`src/rtl/gr_hist_pkg.sv`:
```
// gr_hist_pkg: shared types and constants for the gr_hist histogram block.
//   state_t    : acquisition state machine encoding
//   INC_LAT    : din_valid cycle to committed bin write (and done rising)
//   RD_LAT     : rd_req to rd_valid/rd_data
//   DEF_*      : default widths used by gr_hist
package gr_hist_pkg;

    typedef enum logic [1:0] {
        IDLE  = 2'd0,
        CLEAR = 2'd1,
        ACC   = 2'd2,
        DONE  = 2'd3
    } state_t;

    localparam int INC_LAT = 3;
    localparam int RD_LAT  = 2;

    localparam int DIN_W          = 12;
    localparam int DEF_BIN_BITS   = 6;
    localparam int DEF_SHIFT      = 6;
    localparam int DEF_CNT_W      = 16;
    localparam int DEF_NSAMP_W    = 20;

endpackage

```
`src/rtl/gr_hist_ram.sv`:
```
// gr_hist_ram: simple dual-port RAM, one write port and one registered read port.
//   clk   : clock
//   we    : write enable; waddr/wdata written on the rising edge
//   raddr : read address; rdata shows mem[raddr] one cycle later
// A read and a write to the same address on the same edge return the old data;
// the increment pipeline in gr_hist forwards around this.
module gr_hist_ram #(
    parameter int P_AW = 6,
    parameter int P_DW = 16
) (
    input  logic            clk,
    input  logic            we,
    input  logic [P_AW-1:0] waddr,
    input  logic [P_DW-1:0] wdata,
    input  logic [P_AW-1:0] raddr,
    output logic [P_DW-1:0] rdata
);

    logic [P_DW-1:0] mem [0:(1<<P_AW)-1];

    always_ff @(posedge clk) begin
        if (we) begin
            mem[waddr] <= wdata;
        end
        rdata <= mem[raddr];
    end

endmodule

```
`src/rtl/gr_hist.sv`:
```
// gr_hist: histogram accumulator for 12-bit noise samples.
//   clk, rst          : clock, asynchronous active-high reset
//   din, din_valid    : sample input, binned as din >> P_SHIFT (clamped to top bin)
//   start, nsamp      : clear all bins, then accumulate nsamp samples
//   busy, done        : busy in CLEAR/ACC; done held from completion until next start
//   rd_req, rd_addr   : bin readout request (honoured in IDLE/DONE only)
//   rd_data, rd_valid : bin count, two cycles after rd_req; rd_data holds otherwise
module gr_hist
    import gr_hist_pkg::*;
#(
    parameter int P_BIN_BITS = DEF_BIN_BITS,
    parameter int P_SHIFT    = DEF_SHIFT,
    parameter int P_CNT_W    = DEF_CNT_W,
    parameter int P_NSAMP_W  = DEF_NSAMP_W
) (
    input  logic                  clk,
    input  logic                  rst,
    input  logic [DIN_W-1:0]      din,
    input  logic                  din_valid,
    input  logic                  start,
    input  logic [P_NSAMP_W-1:0]  nsamp,
    output logic                  busy,
    output logic                  done,
    input  logic                  rd_req,
    input  logic [P_BIN_BITS-1:0] rd_addr,
    output logic [P_CNT_W-1:0]    rd_data,
    output logic                  rd_valid
);

    localparam int NBINS = 1 << P_BIN_BITS;

    function automatic logic [P_BIN_BITS-1:0] bin_idx(input logic [DIN_W-1:0] d);
        logic [DIN_W-1:0] sh;
        sh = d >> P_SHIFT;
        if (sh > DIN_W'(NBINS - 1)) begin
            return '1;
        end else begin
            return sh[P_BIN_BITS-1:0];
        end
    endfunction

    function automatic logic [P_CNT_W-1:0] sat_inc(input logic [P_CNT_W-1:0] c);
        return (c == '1) ? c : c + 1'b1;
    endfunction

    state_t                 state, state_nx;
    logic [P_BIN_BITS-1:0]  clr_addr;
    logic [P_NSAMP_W-1:0]   nsamp_q;
    logic [P_NSAMP_W-1:0]   scnt;
    logic                   rd_grant;
    logic                   start_ok;

    logic                   acc_p0, last_p0;
    logic [P_BIN_BITS-1:0]  idx_p0;
    logic                   vld_p1, last_p1;
    logic [P_BIN_BITS-1:0]  idx_p1;
    logic [P_CNT_W-1:0]     base_p1;
    logic                   vld_p2, last_p2;
    logic [P_BIN_BITS-1:0]  idx_p2;
    logic [P_CNT_W-1:0]     cnt_p2;
    logic                   vld_p3;
    logic [P_BIN_BITS-1:0]  idx_p3;
    logic [P_CNT_W-1:0]     cnt_p3;
    logic                   rd_p1;

    logic                   ram_we;
    logic [P_BIN_BITS-1:0]  ram_waddr, ram_raddr;
    logic [P_CNT_W-1:0]     ram_wdata, ram_rdata;

    gr_hist_ram #(
        .P_AW (P_BIN_BITS),
        .P_DW (P_CNT_W)
    ) u_ram (
        .clk   (clk),
        .we    (ram_we),
        .waddr (ram_waddr),
        .wdata (ram_wdata),
        .raddr (ram_raddr),
        .rdata (ram_rdata)
    );

    assign busy     = (state == CLEAR) || (state == ACC);
    assign done     = (state == DONE);
    assign rd_grant = (state == IDLE) || (state == DONE);
    assign start_ok = rd_grant && start;

    always_comb begin
        state_nx = state;
        case (state)
            IDLE, DONE: if (start) state_nx = CLEAR;
            // nsamp=0 has nothing to accumulate, so skip straight past ACC
            CLEAR:      if (clr_addr == '1) state_nx = (nsamp_q == '0) ? DONE : ACC;
            ACC:        if (vld_p2 && last_p2) state_nx = DONE;
            default:    state_nx = IDLE;
        endcase
    end

    // Stage 0: accept sample, form bin index, issue RAM read
    always_comb begin
        acc_p0  = (state == ACC) && din_valid && (scnt != nsamp_q);
        last_p0 = acc_p0 && (scnt == nsamp_q - 1'b1);
        idx_p0  = bin_idx(din);

        // readout owns the read port whenever it may be granted
        ram_raddr = rd_grant ? rd_addr : idx_p0;

        ram_we    = vld_p2;
        ram_waddr = idx_p2;
        ram_wdata = cnt_p2;
        if (state == CLEAR) begin
            ram_we    = 1'b1;
            ram_waddr = clr_addr;
            ram_wdata = '0;
        end
    end

    // Stage 1: read data returns; forward the two writes the RAM read missed
    always_comb begin
        base_p1 = ram_rdata;
        if (vld_p2 && (idx_p2 == idx_p1)) begin
            base_p1 = cnt_p2;
        end else if (vld_p3 && (idx_p3 == idx_p1)) begin
            base_p1 = cnt_p3;
        end
    end

    always_ff @(posedge clk or posedge rst) begin
        if (rst) begin
            state    <= IDLE;
            clr_addr <= '0;
            nsamp_q  <= '0;
            scnt     <= '0;
            vld_p1   <= 1'b0;
            last_p1  <= 1'b0;
            vld_p2   <= 1'b0;
            last_p2  <= 1'b0;
            vld_p3   <= 1'b0;
            rd_p1    <= 1'b0;
            rd_valid <= 1'b0;
            rd_data  <= '0;
        end else begin
            state <= state_nx;
            if (start_ok) begin
                nsamp_q  <= nsamp;
                scnt     <= '0;
                clr_addr <= '0;
            end else if (state == CLEAR) begin
                clr_addr <= clr_addr + 1'b1;
            end
            if (acc_p0) begin
                scnt <= scnt + 1'b1;
            end
            vld_p1  <= acc_p0;
            last_p1 <= last_p0;
            vld_p2  <= vld_p1;
            last_p2 <= last_p1;
            vld_p3  <= vld_p2;
            // reads issued before a start still finish with pre-clear data
            rd_p1    <= rd_req && rd_grant;
            rd_valid <= rd_p1;
            if (rd_p1) begin
                rd_data <= ram_rdata;
            end
        end
    end

    // Stage 2: saturating increment registered, written to RAM this cycle
    always_ff @(posedge clk) begin
        idx_p1 <= idx_p0;
        idx_p2 <= idx_p1;
        cnt_p2 <= sat_inc(base_p1);
        idx_p3 <= idx_p2;
        cnt_p3 <= cnt_p2;
    end

endmodule

```
`config.mk`:
```
export PLATFORM = sky130hd
export DESIGN_NAME = gr_hist
export DESIGN_NICKNAME = d
export VERILOG_FILES = /design/src/rtl/gr_hist_pkg.sv /design/src/rtl/gr_hist_ram.sv /design/src/rtl/gr_hist.sv
export SDC_FILE = /design/constraint.sdc
export NUM_CORES = 2
export LEC_CHECK = 0
export ABC_CLOCK_PERIOD_IN_PS = 7350
export BUFFER_PORTS_ARGS = -buffer_cell sky130_fd_sc_hd__buf_2
export CAP_MARGIN = 10
export CORE_MARGIN = 2
export CORE_UTILIZATION = 55
export CTS_BUF_LIST = sky130_fd_sc_hd__clkbuf_2
export DETAILED_ROUTE_END_ITERATION = 16
export GPL_TIMING_DRIVEN = 0
export PLACE_DENSITY = 0.8
export SLEW_MARGIN = 25
export SYNTH_ARGS = -nofsm -noshare
export SYNTH_HDL_FRONTEND = slang
export SYNTH_SLANG_ARGS = --single-unit
```
`constraint.sdc`:
```
create_clock -name clk -period 7.35 [get_ports clk]
set_clock_uncertainty 0.2 [all_clocks]
set_input_delay 1.47 -clock clk [delete_from_list [all_inputs] [get_ports clk]]
set_output_delay 1.47 -clock clk [all_outputs]
set_load 0.005 [all_outputs]
```
==> out/metrics.yaml <==
die_area_um2: 86000
synth_edf_count: 1024
r2r_slack_ns: 2.17
numCtsBuffers: 298
stdcell_count: 4267
clk_pin_slew_ns: 0.11
gp_congestion: 0.945
portBuffers: 55
yosysUniqueCellTypes: 75
remaining_drc_errors: 0
maxCapViolCount: 0
io_pins: 62
drive_gt1_frac: 0.308
finalWorstSetupSlack_ns: 2.17
stdcell_area_um2: 51800
fillerInstances: 5741
hp-class: "in -> reg"
setup_viol: 0
areaGrowthSynthToFinish_pct: 12.5
core_um2: 83300
max-slew-margin-rel: 0.280
synth_area_um2: 46000
rows: 106
tightest_slew_ns: 1.08
hold_viol: 0
die_w_um: 293
slew_violations: 0
seq_area_um2: 33800
cp-end-kind: "flip-flop"
rsz0062_at_grt: "no"
cts_root_buf: "clkbuf_2"
h-tree-depth: 5
fmax_mhz: 193
vias: 26822
tns_ns: 0
crit_arrival_ns: 6.33
synthCells: 2545
hold_ws_ns: 0.129
dp_cells: 3744
die_h_um: 293
place_worst_setup_slack_ns: 1.63
start_util: 0.553
leakage_nw: 17.7
routed_via_density: 6.29
critPathKind: "reg -> reg"
critPathRequiredTime_ns: 8.50
post_cts_resized: 0
cp-start-kind: "flip-flop"
grt_pass1_vias: 27087
synthesis.nets: 2595
antenna_found_initial: 5
peakVddDrop_mv: 0.160
dpl.hpwl_um: 80100
drtIter0Drc: 3246
avgSynthCellArea_um2: 18.1
cts_tree: "built"
multi_input_area_um2: 11800
p_per_area_nw_per_um2: 249
clockBufferDepth: 4
period_share: 0.704
grt_max_degree: 42
worstPathMaxFanout: 10
place_area_um2: 49000
synth-main-ff-cell: "edfxtp_1"
synth_seq_cells: 1161
ant_nets: 0
final_nets: 3040
grt_use_total: 0.276
period_needed_ns: 5.18
synth.yosys.seq_area_share: 0.735
grt_pass1_wl_um: 172000
insertion_delay_ns: 1.56
synthArstFlopShare: 0.0612
outcome: "complete, no violations"
yosysWarnings: 0
gr-total-overflow: 0
cts_sinks: 1161
post_drt_wl_per_cell_um: 27.4
wirelength_um: 117000
firstDrtPassIters: 7
## cell families after synthesis
group	after synthesis	synth area share
flops	1161	0.735
simple gates	570	0.0584
mux	302	0.136
compound gates	288	0.0432
buf+inv	165	0.0153
xor+xnor	52	0.0101
fa+ha+maj	7	0.00190
## stage by stage
step	utilization	total power [mW]
finish	0.622	12.9
global route	0.622	13.4
CTS	0.622	12.9
detailed placement	0.589	8.88
global placement	0.572	8.71
floorplan	-	8.27
## worst max-delay path, stage by stage (launching register included)
cell     delay [ns]
dfrtp_1        0.38
inv_1          0.07
ha_1           0.27
buf_2          0.15
mux2i_1        0.61
buf_2          0.48
buf_1          0.80
buf_1          0.65
mux4_2         0.35
nand2_1        0.05
a31oi_1        0.69
a22oi_1        0.24
nand2_1        0.18
## synth_stat cells (10+ instances only)
master	instances	area, um^2
mux4_2	256	5770
and2_1	68	425
dfrtp_1	71	1780
nor3_1	16	80.1
a21oi_1	20	100
nor2b_1	17	106
nand4_1	11	68.8
mux2_2	22	248
nand3_1	36	180
buf_1	10	37.5
nand2_1	268	1010
dfxtp_1	66	1320
a31oi_1	74	463
a211oi_1	68	510
buf_2	41	205
a22oi_1	32	240
nor2_1	97	364
xor2_1	29	254
edfxtp_1	1024	30700
and3_1	10	62.6
or3_1	10	62.6
mux2i_1	23	230
o21ai_0	39	195
xnor2_1	22	193
nor4_1	10	62.6
inv_1	15	56.3
clkbuf_1	93	349
## final timing paths
| check | start | endpoint | cells after the start |
|---|---|---|---|
| setup / recovery | state[0] | u_ram.rdata[6] | 12 |
| setup reg to reg | state[0] | u_ram.rdata[6] | 12 |
| hold reg to reg | idx_p2[2] | idx_p3[2] | 0 |
| min in group asynchronous | rst | rd_data[7] | 3 |
| max in group asynchronous | rst | scnt[19] | 4 |
| hold / removal | nsamp[10] | nsamp_q[10] | 3 |
## power breakdown
group	leakage, nW	switching [mW]	internal (mW)
registers	10.8	0.0639	7.47
logic	5.04	0.819	0.408
clock network	1.91	2.50	1.64
## final cells by class
type / count / area share
diodes: 10 / 0.000483
clock inverters: 73 / 0.00751
multi-input cells: 1219 / 0.227
well taps: 1080 / 0.0261
flip-flops and latches: 1161 / 0.653
plain buffers: 150 / 0.0125
clock buffers: 414 / 0.0400
inverters: 15 / 0.00114
repair buffers: 145 / 0.0317
## registers in the layout, indices dropped and copies added, names as in the netlist
name and flops:
clr_addr 6, cnt_p2 16, cnt_p3 16, idx_p1 6, idx_p2 6, idx_p3 6
last_p1 1, last_p2 1, nsamp_q 20, rd_data 16, rd_p1 1, rd_valid 1
scnt 20, state 2, u_ram.mem 1024, u_ram.rdata 16, vld_p1 1, vld_p2 1
vld_p3 1
## what timing repair did
item	CTS	global route
buffers inserted	0	0
hold buffers	26	0
endpoints found under the hold margin	55	0
## per-layer routing
| metal | GRT usage | wire length (um) |
|---|---|---|
| met1 | 0.365 | 42700 |
| met2 | 0.423 | 55000 |
| met3 | 0.0767 | 13700 |
| met4 | 0.141 | 5670 |
| met5 | 0 | 20 |
## layout by cell type (no fill, tap or decap), types with 19 or more instances in the layout
cell / Yosys / routed
buf_2: 41 / 96
clkbuf_2: 0 / 414
clkbuf_1: 93 / 93
mux4_2: 256 / 256
dlygate4sd3_1: 0 / 26
o21ai_0: 39 / 39
and2_1: 68 / 68
a21oi_1: 20 / 20
nor2_1: 97 / 33
nand2_1: 268 / 268
nor2_2: 0 / 64
a31oi_1: 74 / 74
clkinv_1: 0 / 56
xor2_1: 29 / 29
mux2i_1: 23 / 23
dfrtp_1: 71 / 71
nand3_1: 36 / 36
mux2_2: 22 / 22
a211oi_1: 68 / 68
buf_6: 3 / 23
edfxtp_1: 1024 / 1024
dfxtp_1: 66 / 66
xnor2_1: 22 / 22
a22oi_1: 32 / 32
buf_12: 0 / 19
(Power assumes the default switching activity.)
